File: config.mk
export PLATFORM = sky130hd
export DESIGN_NAME = edge_event_unit
export DESIGN_NICKNAME = d
export VERILOG_FILES = /design/src/rtl/edge_event_unit.sv
export SDC_FILE = /design/constraint.sdc
export NUM_CORES = 1
export LEC_CHECK = 0
export ABC_CLOCK_PERIOD_IN_PS = 1130
export BUFFER_PORTS_ARGS = -buffer_cell sky130_fd_sc_hd__buf_2
export CAP_MARGIN = 40
export CORE_MARGIN = 5
export CORE_UTILIZATION = 30
export CTS_BUF_LIST = sky130_fd_sc_hd__clkbuf_4 sky130_fd_sc_hd__clkbuf_8
export CTS_CLUSTER_SIZE = 30
export DETAILED_ROUTE_END_ITERATION = 10
export HOLD_SLACK_MARGIN = 0.12
export PLACE_DENSITY = 0.62
export SLEW_MARGIN = 20
export SYNTH_ARGS = -nofsm -noshare
export SYNTH_HDL_FRONTEND = slang
export SYNTH_SLANG_ARGS = --single-unit
File: constraint.sdc
create_clock -name clk -period 1.13 [get_ports clk]
set_input_delay 0.0565 -clock clk [delete_from_list [all_inputs] [get_ports clk]]
set_output_delay 0.0565 -clock clk [all_outputs]
set_load 0.01 [all_outputs]
File: src/rtl/edge_event_unit.sv
// Multi-channel edge event unit: synchroniser, glitch filter, edge select,
// sticky flags and a masked, registered interrupt.
module edge_event_unit #(
  parameter int CHANNELS    = 8,
  parameter int SYNC_STAGES = 2,
  parameter int FILTER_LEN  = 4,
  parameter int CNT_W       = $clog2(FILTER_LEN + 1)
) (
  input  logic                  clk,
  input  logic                  rst,
  input  logic                  ena,
  input  logic [CHANNELS-1:0]   data_in,
  input  logic [2*CHANNELS-1:0] mode,
  input  logic [CHANNELS-1:0]   clr,
  input  logic [CHANNELS-1:0]   irq_mask,
  output logic [CHANNELS-1:0]   level,
  output logic [CHANNELS-1:0]   edge_pulse,
  output logic [CHANNELS-1:0]   sticky,
  output logic                  irq
);

  localparam logic [CNT_W-1:0] CMAX = CNT_W'(FILTER_LEN - 1);

  logic [SYNC_STAGES-1:0][CHANNELS-1:0] sync_q;
  logic [CHANNELS-1:0][CNT_W-1:0]       cnt_q, cnt_d;
  logic [CHANNELS-1:0]                  level_q, level_d;
  logic [CHANNELS-1:0]                  pulse_q, pulse_d;
  logic [CHANNELS-1:0]                  sticky_q, sticky_d;
  logic [CHANNELS-1:0]                  sync_out;
  logic                                 irq_q, irq_d;

  assign sync_out = sync_q[SYNC_STAGES-1];

  // mode bit 0 qualifies rising edges, bit 1 falling edges
  always_comb begin
    level_d = level_q;
    pulse_d = '0;
    cnt_d   = '0;
    for (int i = 0; i < CHANNELS; i++) begin
      if (ena && (sync_out[i] != level_q[i])) begin
        if (cnt_q[i] == CMAX) begin
          level_d[i] = sync_out[i];
          pulse_d[i] = sync_out[i] ? mode[2*i] : mode[2*i+1];
        end else begin
          cnt_d[i] = cnt_q[i] + 1'b1;
        end
      end
    end
    sticky_d = pulse_d | (sticky_q & ~clr);
    irq_d    = |(sticky_q & irq_mask);
  end

  always_ff @(posedge clk) begin
    if (rst) begin
      sync_q   <= '0;
      cnt_q    <= '0;
      level_q  <= '0;
      pulse_q  <= '0;
      sticky_q <= '0;
      irq_q    <= 1'b0;
    end else begin
      sync_q   <= {sync_q[SYNC_STAGES-2:0], data_in};
      cnt_q    <= cnt_d;
      level_q  <= level_d;
      pulse_q  <= pulse_d;
      sticky_q <= sticky_d;
      irq_q    <= irq_d;
    end
  end

  assign level      = level_q;
  assign edge_pulse = pulse_q;
  assign sticky     = sticky_q;
  assign irq        = irq_q;

endmodule
# ---- Word level (Yosys, flattened, before mapping)
# Index checks and enable logic that the tools add are counted.
dict set report totals {
  register_bits 65
  inputBits 43
  out_inout_bits 25
  elab_cells 106
}
dict set report op_classes {
  addsub 8
  n_eq_ne 16
  muxes 24
  n_bitwise 12
  n_reduce_logical 25
}
# cell count
set op_table {}
lappend op_table {{adder 3 x 1 -> 3 bit (second input constant)} 8}
lappend op_table {{== test 3 x 2 -> 1 bit (second input constant)} 8}
lappend op_table {{two-way mux 1 bit} 24}
lappend op_table {{OR reduction 3 bit} 8}
lappend op_table {{AND 8 bit} 2}
lappend op_table {{AND reduction 2 bit} 8}
lappend op_table {{logical AND 1 bit} 8}
lappend op_table {{inequality test 1 bit} 8}
lappend op_table {{NOT 1 bit} 8}
lappend op_table {{NOT 8 bit} 1}
lappend op_table {{OR 8 bit} 1}
lappend op_table {{OR reduction 8 bit} 1}

# ---- Logic depth before layout (Yosys ltp)
# Gate-level depths: netlist (run 1).
dict set report logic_depth {
  word_depth 4
  mapped_depth 5
  ltp_nobuf 4
}

# ---- Worst setup path after synthesis (run 1)
# No wires, ideal clock.
dict set report synth_timing {
  kind {flip-flop to flip-flop}
  from {register cnt_q[9] (netlist bit)}
  to {register sticky_q[3], in the netlist sticky[3]}
  setup_ps 87
  arrival_time_ps 1114
  required_time_ps 1043
  path_slack_ps -72
  path_stages_with_launch 5
  path_buffers 0
  synth_period_minus_slack_ps 1202
  cell_sequence {dfxtp_1 > ha_1 > ha_1 > nand3b_1 > o31ai_1}
}
dict set report synth_via {
  elab_chain_len 4
}
# item line_no
set synth_rtl {}
lappend synth_rtl {{start, declared} 25} ;# logic [CHANNELS-1:0][CNT_W-1:0] cnt_q, cnt_d;
lappend synth_rtl {{start signal, assigned} 63} ;# cnt_q <= cnt_d;
lappend synth_rtl {{== test 3 x 2 -> 1 bit} 41} ;# if (cnt_q[i] == CMAX) begin
lappend synth_rtl {{two-way mux 1 bit} 41}
lappend synth_rtl {{two-way mux 1 bit} 40} ;# if (ena && (sync_out[i] != level_q[i])) begin
lappend synth_rtl {{OR 8 bit} 49} ;# sticky_d = pulse_d | (sticky_q & ~clr);
lappend synth_rtl {{end signal, assigned} 66} ;# sticky_q <= sticky_d;
lappend synth_rtl {{end, declared} 28} ;# logic [CHANNELS-1:0] sticky_q, sticky_d;
# No other way between the ends.
# A chain may end at the register's enable or synchronous reset.

# ---- Final worst setup path (run 1)
dict set report layout_timing {
  from {register cnt_q[6] (netlist bit)}
  to {register cnt_q[7] (netlist bit)}
}
dict set report layout_via {
  elab_chain_len 2
  word_cells_on_any_way 3
  cone_classes {add/sub: 1; eq/ne: 1; reduce/logical: 1}
}
# item
set layout_rtl {}
lappend layout_rtl {{branches (longest 2 deep; another with adder 3 x 1 -> 3 bit)}}
# Parallel ways; which one is timed is not known.

==> summary.md, run 1 <==
| Metric | Value |
|---|---|
| Status | `finished with violations` |
| Failing checks | `setup timing` |
| Root buffer cell | `clkbuf_8` |
| Final setup vio count | `2` |
| # DRC | `0` |
| Post-route minimum period | `1.16 ns` |
| Max-Cap Viols | `0` |
| Layout area overhead | `56.8%` |
| Layout cells sized above 1 | `0.496` |
| First-pass GRT wire length | `approximately 10 mm` |
| Class of the worst hold path | `input port to register` |
| Pwr dens | `roughly 1100 nW/µm²` |
| Global-route usage over all layers | `0.123` |
| CP most frequent cell | `ha_4` |
| Die X | `103 µm` |
| Peak supply drop | `roughly 0.53 mV` |
| Yosys warning count | `0` |
| Dpl hpwl | `slightly above 4 mm` |
| Commonest non-fill, non-tap cell in the layout | `buf_2` |
| Vias per cell | `4.48` |
| Rel. slew slack | `0.665` |
| Top delay family on crit path | `flip-flops` |
| CP bufs+invs | `1` |
| Worst-path fanout max | `6` |
| Final instance area | `4090 µm²` |
| Io pins | `68` |
| Initial antenna violation count | `0` |
| Sequential area share after synthesis | `0.498` |
| Vias in the first global route | `~2.0k` |
| WL final | `approximately 6.3 mm` |
| Slowest library cell on the worst path | `dfxtp_2` |
| Worst Tran Pin Value | `0.501 ns` |
| Fmax | `863 MHz` |
| Clock skew | `0.00657 ns` |
| Final Cycle Share | `1.03` |
| Crit start category | `register` |
| Routed wire per std cell | `around 14 µm` |
| Placed cell areas | `3140 µm²` |
| Iter 0 DRT Violations | `40` |
| CP Cell Sequence | `ha_4 -> ha_4 -> buf_4 -> nor4b_4` |
| Final setup margin | `-0.0288 ns` |
| Clock Path Buffers | `2` |
| Req. time, crit path | `between 1 and 1.5 ns` |
| Num Clock Sinks | `65` |
| Crit-path max cell delay | `0.34 ns` |
| Post-Syn Area | `2610 µm²` |
| # diodes | `0` |
| Register bit total from synthesis | `65` |
| Routability cong. | `slightly above 0.7` |
| Final Power | `4.70 mW` |
| Rows | `34` |
| Final Hold Viols | `0` |
| Die Ht | `103 µm` |
| Syn avg cell area | `12.0 µm²` |
| CTS tree | `yes` |
| Clock Pin Slew Worst Setup and Hold Paths | `0.07 ns` |
| DR pass1 iterations | `4` |
| Kind of end point of the critical path | `register` |
| Post-DRT Antenna Nets | `0` |
| Total number of vias | `approximately 2.0k` |
| Commonest cells after routing, fill and taps aside | `buf_2 (67), dfxtp_1 (50), dlygate4sd3_1 (37)` |
| RSZ-0062 raised after global routing | `yes` |
| Die area | `10,700 µm²` |
| Max H-tree Level | `3` |
| Arr. time, crit path | `1.40 ns` |
| Netlist cell types | `25` |
| CTS Buf Count | `9` |
| Largest net degree at the start of global routing | `25` |
| Synthesized net count | `276` |
| Total core area | `about 8600 µm²` |
| Nets | `402` |
| # placed instances | `396` |
| Worst-Skew Late Latency | `0.34 ns` |
| P_leak | `1.53 nW` |
| Initial Utilization | `0.304` |
| IO buf count | `67` |
| Worst R2R Setup Slack | `-0.03 ns` |
| Final cell count without fillers | `455` |
| Synth Instances | `217` |
| Gr ovfl total | `0` |
| Critical path class | `register to register` |
| Slew Viols, Final | `0` |
synthesized netlist by cell type:
master,count,share of area
nor4_4,6,0.049
xnor2_1,8,0.027
nand3b_1,8,0.023
nand2b_4,1,0.0053
a22oi_1,4,0.012
a41oi_1,1,0.0034
buf_4,1,0.0029
inv_1,8,0.012
nor3_1,8,0.015
nor4b_1,4,0.013
clkbuf_1,4,0.0057
dfxtp_1,65,0.50
buf_6,3,0.013
mux2i_1,8,0.031
nor4_1,10,0.024
ha_1,16,0.077
buf_2,2,0.0038
or3b_1,7,0.023
a21bo_2,8,0.031
a21oi_1,8,0.015
o31ai_1,8,0.023
nand3_1,8,0.015
nor4b_4,4,0.036
nor2b_1,16,0.038
or3b_2,1,0.0034
worst paths after layout:
check / start / endpoint / cells after the start
worst min register to register: sync_q[0] / sync_out[0] / 1
worst min-delay path: rst / level[2] / 3
worst max-delay path: cnt_q[6] / cnt_q[7] / 4
worst max register to register: cnt_q[6] / cnt_q[7] / 4
power breakdown:
| group | internal [mW] | switching, mW | total, mW |
|---|---|---|---|
| clock network | 1.14 | 0.845 | 1.99 |
| registers | 2.32 | 0.0226 | 2.34 |
| logic | 0.212 | 0.156 | 0.368 |
tightest hold or removal path: stages:
cell	delay (ns)
buf_2	0.12
buf_4	0.19
a21oi_2	0.04
stage by stage:
step	util	TNS, ns	setup WS [ns]	hold WS (ns)
6_report	0.476	-0.0541	-0.0288	0.125
5_1_grt	0.476	-0.430	-0.0561	0.124
4_1_cts	0.448	0	0.00701	0.122
3_5_place_dp	0.365	-0.397	-0.0633	0.274
3_3_place_gp	0.365	-0.0459	-0.0221	0.272
2_1_floorplan	-	0	0.00235	0.185
what timing repair did:
action                                  4_1_cts  5_1_grt
gates resized for setup                      24       38
endpoints found under the hold margin        24        1
endpoints found under the setup margin       21       34
setup buffers                                 1        6
hold buffers                                 36        1
pin swaps                                     6       17
per-layer routing:
layer  global-route usage  wire (µm)
met5                    0          0
met2                0.195       3090
met3               0.0423        306
met1                0.150       2800
met4               0.0558        125
flip-flops by register name, indices dropped and copies added, names as in the netlist:
signal,count
cnt_q,24
edge_pulse,8
irq,1
level,8
sticky,8
sync_out,8
sync_q,8
area by class of cell:
type	instances	area, µm²
Fill cell	795	4500
Multi-Input combinational cell	134	1540
Sequential cell	65	1320
Timing Repair Buffer	125	871
Clock buffer	12	159
Tap cell	108	135
Clock inverter	3	40.0
Inverter	8	30.0
cell families after synthesis:
family,Yosys count,share of synthesized area
flip-flops,65,0.498
adder cells (fa/ha/maj),16,0.0767
AO/OA/AOI/OAI,29,0.0839
XOR/XNOR,8,0.0268
multiplexers,8,0.0307
AND/OR/NAND/NOR,73,0.247
buffers and inverters,18,0.0369
No activity file was read; power rests on OpenSTA's default activity.
==> run 2, diff against run 1 <==
--- a/config.mk
+++ b/config.mk
@@ -14,7 +14,9 @@
 export CTS_CLUSTER_SIZE = 30
 export DETAILED_ROUTE_END_ITERATION = 10
 export HOLD_SLACK_MARGIN = 0.12
+export MAX_ROUTING_LAYER = met4
 export PLACE_DENSITY = 0.62
+export RECOVER_POWER = 50
 export SLEW_MARGIN = 20
 export SYNTH_ARGS = -nofsm -noshare
 export SYNTH_HDL_FRONTEND = slang
==> constraint.sdc (replaced) <==
create_clock -name clk -period 1.13 [get_ports clk]
set_input_delay 0.0565 -clock clk [delete_from_list [all_inputs] [get_ports clk]]
set_output_delay 0.0565 -clock clk [all_outputs]
set_load 0.1 [all_outputs]
==> run 2 against run 1 <==
  * The flow still finishes with violations (setup timing)
  * Sequential cell count unchanged
  * Hold slack got worse by 0.0041 ns
  * Total power increased by 0.42%
  * Utilization increased by 1.6 points
  * Maximum frequency about the same
  * First-iteration DRC count increased by 10%
  * Combinational power about the same
  * Count of clock-buffer cells in the layout increased by 1
  * Routed wire length increased by 0.17%
  * Sequential share of layout area increased by 0.29 points
  * Critical path type unchanged
  * Critical endpoint is now cnt_q[6]
  * Largest cell class unchanged
==> summary.md, run 2 (same netlist as run 1, synthesis figures left out) <==
| Metric | Value |
|---|---|
| Status | `finished with violations (unchanged)` |
| Failing checks | `setup timing (unchanged)` |
| Worst R2R Setup Slack | `-0.03 ns (about the same)` |
| Pwr dens | `1120 nW/µm² (was 1150 nW/µm²)` |
| CTS tree | `yes (unchanged)` |
| R2R cell count | `4 (unchanged)` |
| Max reg flops | `24 (unchanged)` |
| Worst path depth | `4 (unchanged)` |
| Pre-CTS setup slack | `-0.0261 ns (was -0.0633 ns)` |
| WL final | `6.34 mm (was 6.32 mm)` |
| Vias in the first global route | `2,054 (was 2,027)` |
| First-pass GRT wire length | `9.78 mm (was 9.81 mm)` |
| Nets | `398 (was 402)` |
| IO buf count | `67 (unchanged)` |
| Critical R2R Capture | `cnt_q[6] (was cnt_q[7])` |
| Rel. slew slack | `0.650 (was 0.665)` |
| Post-route minimum period | `1.16 ns (about the same)` |
| Final Power | `4.72 mW (was 4.70 mW)` |
| Clock skew | `0.00311 ns (was 0.00657 ns)` |
| Largest net degree at the start of global routing | `27 (was 25)` |
| Global-route usage over all layers | `0.124 (was 0.123)` |
| Final Hold Viols | `0 (unchanged)` |
| Kind of end point of the critical path | `register (unchanged)` |
| Final Cycle Share | `1.03 (about the same)` |
| Die Ht | `103 µm (unchanged)` |
| Top delay family on crit path | `adder cells (was flip-flops)` |
| Layout area overhead | `62.0% (was 56.8%)` |
| Peak supply drop | `0.655 mV (was 0.528 mV)` |
| Final setup vio count | `1 (was 2)` |
| FF-to-FF Start | `cnt_q[6] (unchanged)` |
| Slowest library cell on the worst path | `dfxtp_2 (unchanged)` |
| Routability cong. | `0.745 (was 0.709)` |
| Max-Cap Viols | `0 (unchanged)` |
| Worst Tran Pin Value | `0.524 ns (was 0.501 ns)` |
| Rows | `34 (unchanged)` |
| Fill count | `801 (was 795)` |
| Clock Pin Slew Worst Setup and Hold Paths | `0.07 ns (about the same)` |
| Clock Path Buffers | `2 (unchanged)` |
| Initial antenna violation count | `0 (unchanged)` |
| CTS Buf Count | `9 (unchanged)` |
| Layout cells sized above 1 | `0.541 (was 0.496)` |
| Dpl hpwl | `4.19 mm (was 4.07 mm)` |
| Class of the worst hold path | `input port to register (unchanged)` |
| Worst hold endpoint | `sticky[5] (was level[2])` |
| Max H-tree Level | `3 (unchanged)` |
| Req. time, crit path | `1.36 ns (was 1.37 ns)` |
| Commonest non-fill, non-tap cell in the layout | `buf_2 (unchanged)` |
| Vias per cell | `4.56 (was 4.48)` |
| Worst-path fanout max | `6 (unchanged)` |
| Commonest cells after routing, fill and taps aside | `buf_2 (42), dlygate4sd3_1 (36), dfxtp_1 (35) (was buf_2 (67), dfxtp_1 (50), dlygate4sd3_1 (37))` |
| DR pass1 iterations | `4 (unchanged)` |
| Root buffer cell | `clkbuf_8 (unchanged)` |
| Slew Viols, Final | `0 (unchanged)` |
| Routed wire per std cell | `14.0 µm (was 13.9 µm)` |
| # diodes | `0 (unchanged)` |
| Fmax | `863 MHz (about the same)` |
| Final setup margin | `-0.0286 ns (was -0.0288 ns)` |
| Iter 0 DRT Violations | `44 (was 40)` |
| CP Cell Sequence | `ha_2 -> ha_4 -> buf_4 -> nor4_4 (was ha_4 -> ha_4 -> buf_4 -> nor4b_4)` |
| Worst-Skew Late Latency | `0.33 ns (was 0.34 ns)` |
| P_leak | `1.52 nW (was 1.53 nW)` |
| # DRC | `0 (unchanged)` |
| CP bufs+invs | `1 (unchanged)` |
| Hold Crit Start | `mode[10] (was rst)` |
| Io pins | `68 (unchanged)` |
| Arr. time, crit path | `1.39 ns (was 1.40 ns)` |
| Gr ovfl total | `0 (unchanged)` |
| Largest Register | `cnt_q (unchanged)` |
| RSZ-0062 raised after global routing | `yes (unchanged)` |
| Post-DRT Antenna Nets | `0 (unchanged)` |
| Initial Utilization | `0.304 (unchanged)` |
| Multi-input logic area | `1540 µm² (about the same)` |
| Die X | `103 µm (unchanged)` |
| Worst hold stages | `3 (unchanged)` |
| Total core area | `8590 µm² (unchanged)` |
| FF+latch area | `1380 µm² (was 1320 µm²)` |
| Total number of vias | `2,063 (was 2,038)` |
| Crit-path max cell delay | `0.32 ns (was 0.34 ns)` |
| Die area | `10,700 µm² (unchanged)` |
| Num Clock Sinks | `65 (unchanged)` |
| Crit start category | `register (unchanged)` |
| Post-Route Utilization | `0.492 (was 0.476)` |
| Critical path class | `register to register (unchanged)` |
## run 2: cell count changes in the layout (fill, tap and decap cells not counted), moves of 7 or more
cell,previous run,this run
buf_2,67,42
clkbuf_4,1,8
dfxtp_1,50,35
dfxtp_4,1,16
buf_4,19,29
## run 2: worst max-delay path by stage
| stage | startpoint | end | slack (ns) |
|---|---|---|---|
| after detailed placement | ena | cnt_q[11] | -0.03 |
| after CTS | level[4] | sticky[4] | 0.002 |
| final | cnt_q[6] | cnt_q[6] | -0.03 |
| after floorplan | level[7] | sticky[7] | 0.0005 |
| after global routing | cnt_q[6] | cnt_q[6] | -0.07 |
| after global placement | cnt_q[12] | level[4] | 0.01 |
## run 2: tightest hold or removal path: stages
cell     delay [ns]
buf_2          0.08
mux2i_1        0.10
o31ai_1        0.18
## run 2: timing repair
action                                 in CTS  in global routing
gates cloned                                0                  0
gates resized for setup                    19                 44
endpoints found under the hold margin      26                  0
setup endpoints to repair                  22                 31
hold buffers                               36                  0
buffers inserted                            0                  5
pin swaps                                   3                 21
## run 2: final cells by class
class	instances	area share
Multi-Input combinational cell	134	0.364
Tap cell	108	0.0319
Clock buffer	13	0.0408
Sequential cell	65	0.326
Timing Repair Buffer	121	0.222
Clock inverter	3	0.00887
Inverter	8	0.00710
## run 2: metal layers
layer,GRT usage,vias up,wire (µm)
met1,0.151,971,2810
met2,0.194,47,3130
met5,-,-,0
met4,0.0578,0,94
met3,0.0282,8,302
li1,-,1037,-
## run 2: where the power goes
part           total (mW)  internal [mW]  switching [mW]
sequential           2.31           2.28          0.0234
combinational       0.367          0.211           0.156
clock                2.05           1.21           0.835
total                4.72           3.71            1.01
## run 2: stage by stage
step                      area (µm²)  std cells  setup TNS [ns]  hold WS (ns)
after global placement          3510        395               0         0.264
after global routing            4230        452          -0.352         0.138
final                           4230        452         -0.0286         0.121
after CTS                       4180        447               0         0.121
after floorplan                 2730        217               0         0.185
after detailed placement        3510        395          -0.160         0.275
==> run 3, diff against run 2 <==
--- a/config.mk
+++ b/config.mk
@@ -5,9 +5,11 @@
 export SDC_FILE = /design/constraint.sdc
 export NUM_CORES = 1
 export LEC_CHECK = 0
-export ABC_CLOCK_PERIOD_IN_PS = 1130
+export ABC_CLOCK_PERIOD_IN_PS = 1000
 export BUFFER_PORTS_ARGS = -buffer_cell sky130_fd_sc_hd__buf_2
 export CAP_MARGIN = 40
+export CELL_PAD_IN_SITES_DETAIL_PLACEMENT = 1
+export CELL_PAD_IN_SITES_GLOBAL_PLACEMENT = 1
 export CORE_MARGIN = 5
 export CORE_UTILIZATION = 30
 export CTS_BUF_LIST = sky130_fd_sc_hd__clkbuf_4 sky130_fd_sc_hd__clkbuf_8
@@ -15,7 +17,7 @@
 export DETAILED_ROUTE_END_ITERATION = 10
 export HOLD_SLACK_MARGIN = 0.12
 export MAX_ROUTING_LAYER = met4
-export PLACE_DENSITY = 0.62
+export PLACE_DENSITY = 0.73
 export RECOVER_POWER = 50
 export SLEW_MARGIN = 20
 export SYNTH_ARGS = -nofsm -noshare
==> constraint.sdc (replaced) <==
create_clock -name clk -period 1 [get_ports clk]
set_input_delay 0.05 -clock clk [delete_from_list [all_inputs] [get_ports clk]]
set_output_delay 0.05 -clock clk [all_outputs]
set_load 0.1 [all_outputs]
==> run 3 against run 2 <==
  * Combinational power is 32% higher
  * Sequential cell count unchanged
  * Total power rose by 15%
  * Register-to-register slack got worse by 0.11 ns
  * Count of clock-buffer cells in the layout is the same
  * Non-clock buffer count rose by 7
  * Highest routed layer unchanged
  * Cell area up 15%
  * Critical path depth stayed put
  * Largest cell class unchanged
  * The flow still finishes with violations (setup timing)
  * Global-route usage rose by 3.1 points
==> summary.md, run 3 (same netlist as run 1, synthesis figures left out) <==
| Metric | Value |
|---|---|
| Vias per cell | `4.76 (was 4.56)` |
| Largest net degree at the start of global routing | `27 (unchanged)` |
| Initial Utilization | `0.304 (unchanged)` |
| Critical path class | `register to register (unchanged)` |
| Max H-tree Level | `3 (unchanged)` |
| Total core area | `8590 µm² (unchanged)` |
| CTS Buf Count | `9 (unchanged)` |
| Setup crit end | `cnt_q[3] (was cnt_q[6])` |
| CP most frequent cell | `ha_4` |
| Gr ovfl total | `0 (unchanged)` |
| Final Power | `5.43 mW (was 4.72 mW)` |
| Dpl hpwl | `4.89 mm (was 4.19 mm)` |
| DR pass1 iterations | `4 (unchanged)` |
| Io pins | `68 (unchanged)` |
| # diodes | `0 (unchanged)` |
| FF-to-FF Start | `cnt_q[3] (was cnt_q[6])` |
| Final setup margin | `-0.135 ns (was -0.0286 ns)` |
| Largest Register | `cnt_q (unchanged)` |
| Worst-path fanout max | `5 (was 6)` |
| Nets | `405 (was 398)` |
| Final Hold Viols | `0 (unchanged)` |
| Hold-fix buffers, CTS | `37 (was 36)` |
| Routed wire per std cell | `16.9 µm (was 14.0 µm)` |
| Kind of end point of the critical path | `register (unchanged)` |
| CTS tree | `yes (unchanged)` |
| # DRC | `0 (unchanged)` |
| Num Clock Sinks | `65 (unchanged)` |
| First-pass GRT wire length | `12.0 mm (was 9.78 mm)` |
| Clock Pin Slew Worst Setup and Hold Paths | `0.07 ns (about the same)` |
| CP startpoint | `cnt_q[3] (was cnt_q[6])` |
| Post-Route Utilization | `0.566 (was 0.492)` |
| R2R cell count | `4 (unchanged)` |
| Rows | `34 (unchanged)` |
| Class of the worst hold path | `input port to register (unchanged)` |
| Total number of vias | `2,183 (was 2,063)` |
| Hold slack | `0.0785 ns (was 0.121 ns)` |
| Fill count | `838 (was 801)` |
| P_leak | `1.66 nW (was 1.52 nW)` |
| Crit start category | `register (unchanged)` |
| CP Cell Sequence | `ha_4 -> ha_4 -> buf_12 -> nor4_4 (was ha_2 -> ha_4 -> buf_4 -> nor4_4)` |
| Worst-Skew Late Latency | `0.35 ns (was 0.33 ns)` |
| Multi-input logic area | `1800 µm² (was 1540 µm²)` |
| Root buffer cell | `clkbuf_8 (unchanged)` |
| Commonest cells after routing, fill and taps aside | `buf_2 (42), dlygate4sd3_1 (37), buf_12 (28) (was buf_2 (42), dlygate4sd3_1 (36), dfxtp_1 (35))` |
| Die area | `10,700 µm² (unchanged)` |
| CP bufs+invs | `1 (unchanged)` |
| Worst path depth | `4 (unchanged)` |
| Post-DRT Antenna Nets | `0 (unchanged)` |
| Status | `finished with violations (unchanged)` |
| Worst R2R Setup Slack | `-0.13 ns (was -0.03 ns)` |
| Clock Path Buffers | `2 (unchanged)` |
| Worst Tran Pin Value | `0.371 ns (was 0.524 ns)` |
| Initial antenna violation count | `0 (unchanged)` |
| Global-route usage over all layers | `0.155 (was 0.124)` |
| Post-route minimum period | `1.13 ns (was 1.16 ns)` |
| Arr. time, crit path | `1.39 ns (about the same)` |
| FF+latch area | `1390 µm² (was 1380 µm²)` |
| RSZ-0062 raised after global routing | `yes (unchanged)` |
| Vias in the first global route | `2,406 (was 2,054)` |
| Slowest library cell on the worst path | `dfxtp_2 (unchanged)` |
| Peak supply drop | `0.608 mV (was 0.655 mV)` |
| Routability cong. | `0.726 (was 0.745)` |
| Pwr dens | `1110 nW/µm² (was 1120 nW/µm²)` |
| Slew Viols, Final | `0 (unchanged)` |
| Top delay family on crit path | `adder cells (unchanged)` |
| IO buf count | `67 (unchanged)` |
| Max-Cap Viols | `0 (unchanged)` |
| Crit-path max cell delay | `0.34 ns (was 0.32 ns)` |
| Rel. slew slack | `0.746 (was 0.650)` |
| Die X | `103 µm (unchanged)` |
| Iter 0 DRT Violations | `24 (was 44)` |
| WL final | `7.74 mm (was 6.34 mm)` |
| Failing checks | `setup timing (unchanged)` |
| Final setup vio count | `41 (was 1)` |
| Layout cells sized above 1 | `0.635 (was 0.541)` |
| Commonest non-fill, non-tap cell in the layout | `buf_2 (unchanged)` |
| Critical R2R Capture | `cnt_q[3] (was cnt_q[6])` |
| Max reg flops | `24 (unchanged)` |
| Layout area overhead | `86.4% (was 62.0%)` |
| Die Ht | `103 µm (unchanged)` |
| Clock skew | `0.00619 ns (was 0.00311 ns)` |
| Final Cycle Share | `1.13 (was 1.03)` |
| Req. time, crit path | `1.26 ns (was 1.36 ns)` |
| Fmax | `881 MHz (was 863 MHz)` |
| Hold Crit Start | `ena (was mode[10])` |
run 3: changes by cell type in the layout (fill, tap and decap cells not counted), moves of 6 or more:
cell      delta
buf_12      +26
nor3_2       +6
nor4_1       -6
xnor2_2      -7
clkbuf_4     -6
dfxtp_1      -8
buf_4       -11
nor3_1       -6
xnor2_4      +8
dfxtp_2      +8
run 3: layout make-up:
type,count,area share
Clock buffer,13,0.0342
Clock inverter,3,0.00797
Inverter,8,0.00617
Multi-Input combinational cell,134,0.369
Sequential cell,65,0.285
Tap cell,108,0.0278
Timing Repair Buffer,128,0.269
run 3: power by group:
group	switching (mW)	internal (mW)
logic	0.212	0.273
registers	0.0330	2.58
clock network	0.994	1.33
run 3: worst min-delay path by stage:
stage	endpoint	slack, ns	depth (start not counted)
2_1_floorplan	sync_q[0]	0.18	1
4_1_cts	level[3]	0.07	3
6_report	level[3]	0.08	3
3_5_place_dp	sync_q[0]	0.27	2
3_3_place_gp	sync_q[5]	0.26	2
5_1_grt	level[3]	0.08	3
run 3: worst min-delay path, stage by stage:
cell	delay, ns
buf_2	0.16
nand3_1	0.12
a21oi_2	0.05
run 3: per-stage QoR:
stage	TNS, ns	setup WS (ns)	instance area, µm²	instances
finish	-2.43	-0.135	4870	459
global route	-4.76	-0.197	4870	459
CTS	-1.75	-0.124	4670	453
detailed placement	-2.16	-0.241	3960	398
global placement	-0.459	-0.0440	3960	398
floorplan	-0.411	-0.0720	3040	217
run 3: routing by layer:
layer,wire (µm),up-vias,track usage
met4,48,0,0.0418
met2,4190,52,0.272
met1,3140,1069,0.167
met5,0,-,-
met3,360,8,0.0516
li1,-,1054,-
run 3: repair_timing:
action                     in CTS  in global routing
setup endpoints to repair      48                 58
hold endpoints to repair       30                  6
pin swaps                      26                 21
resized for setup              28                 30
setup buffers                   2                  6
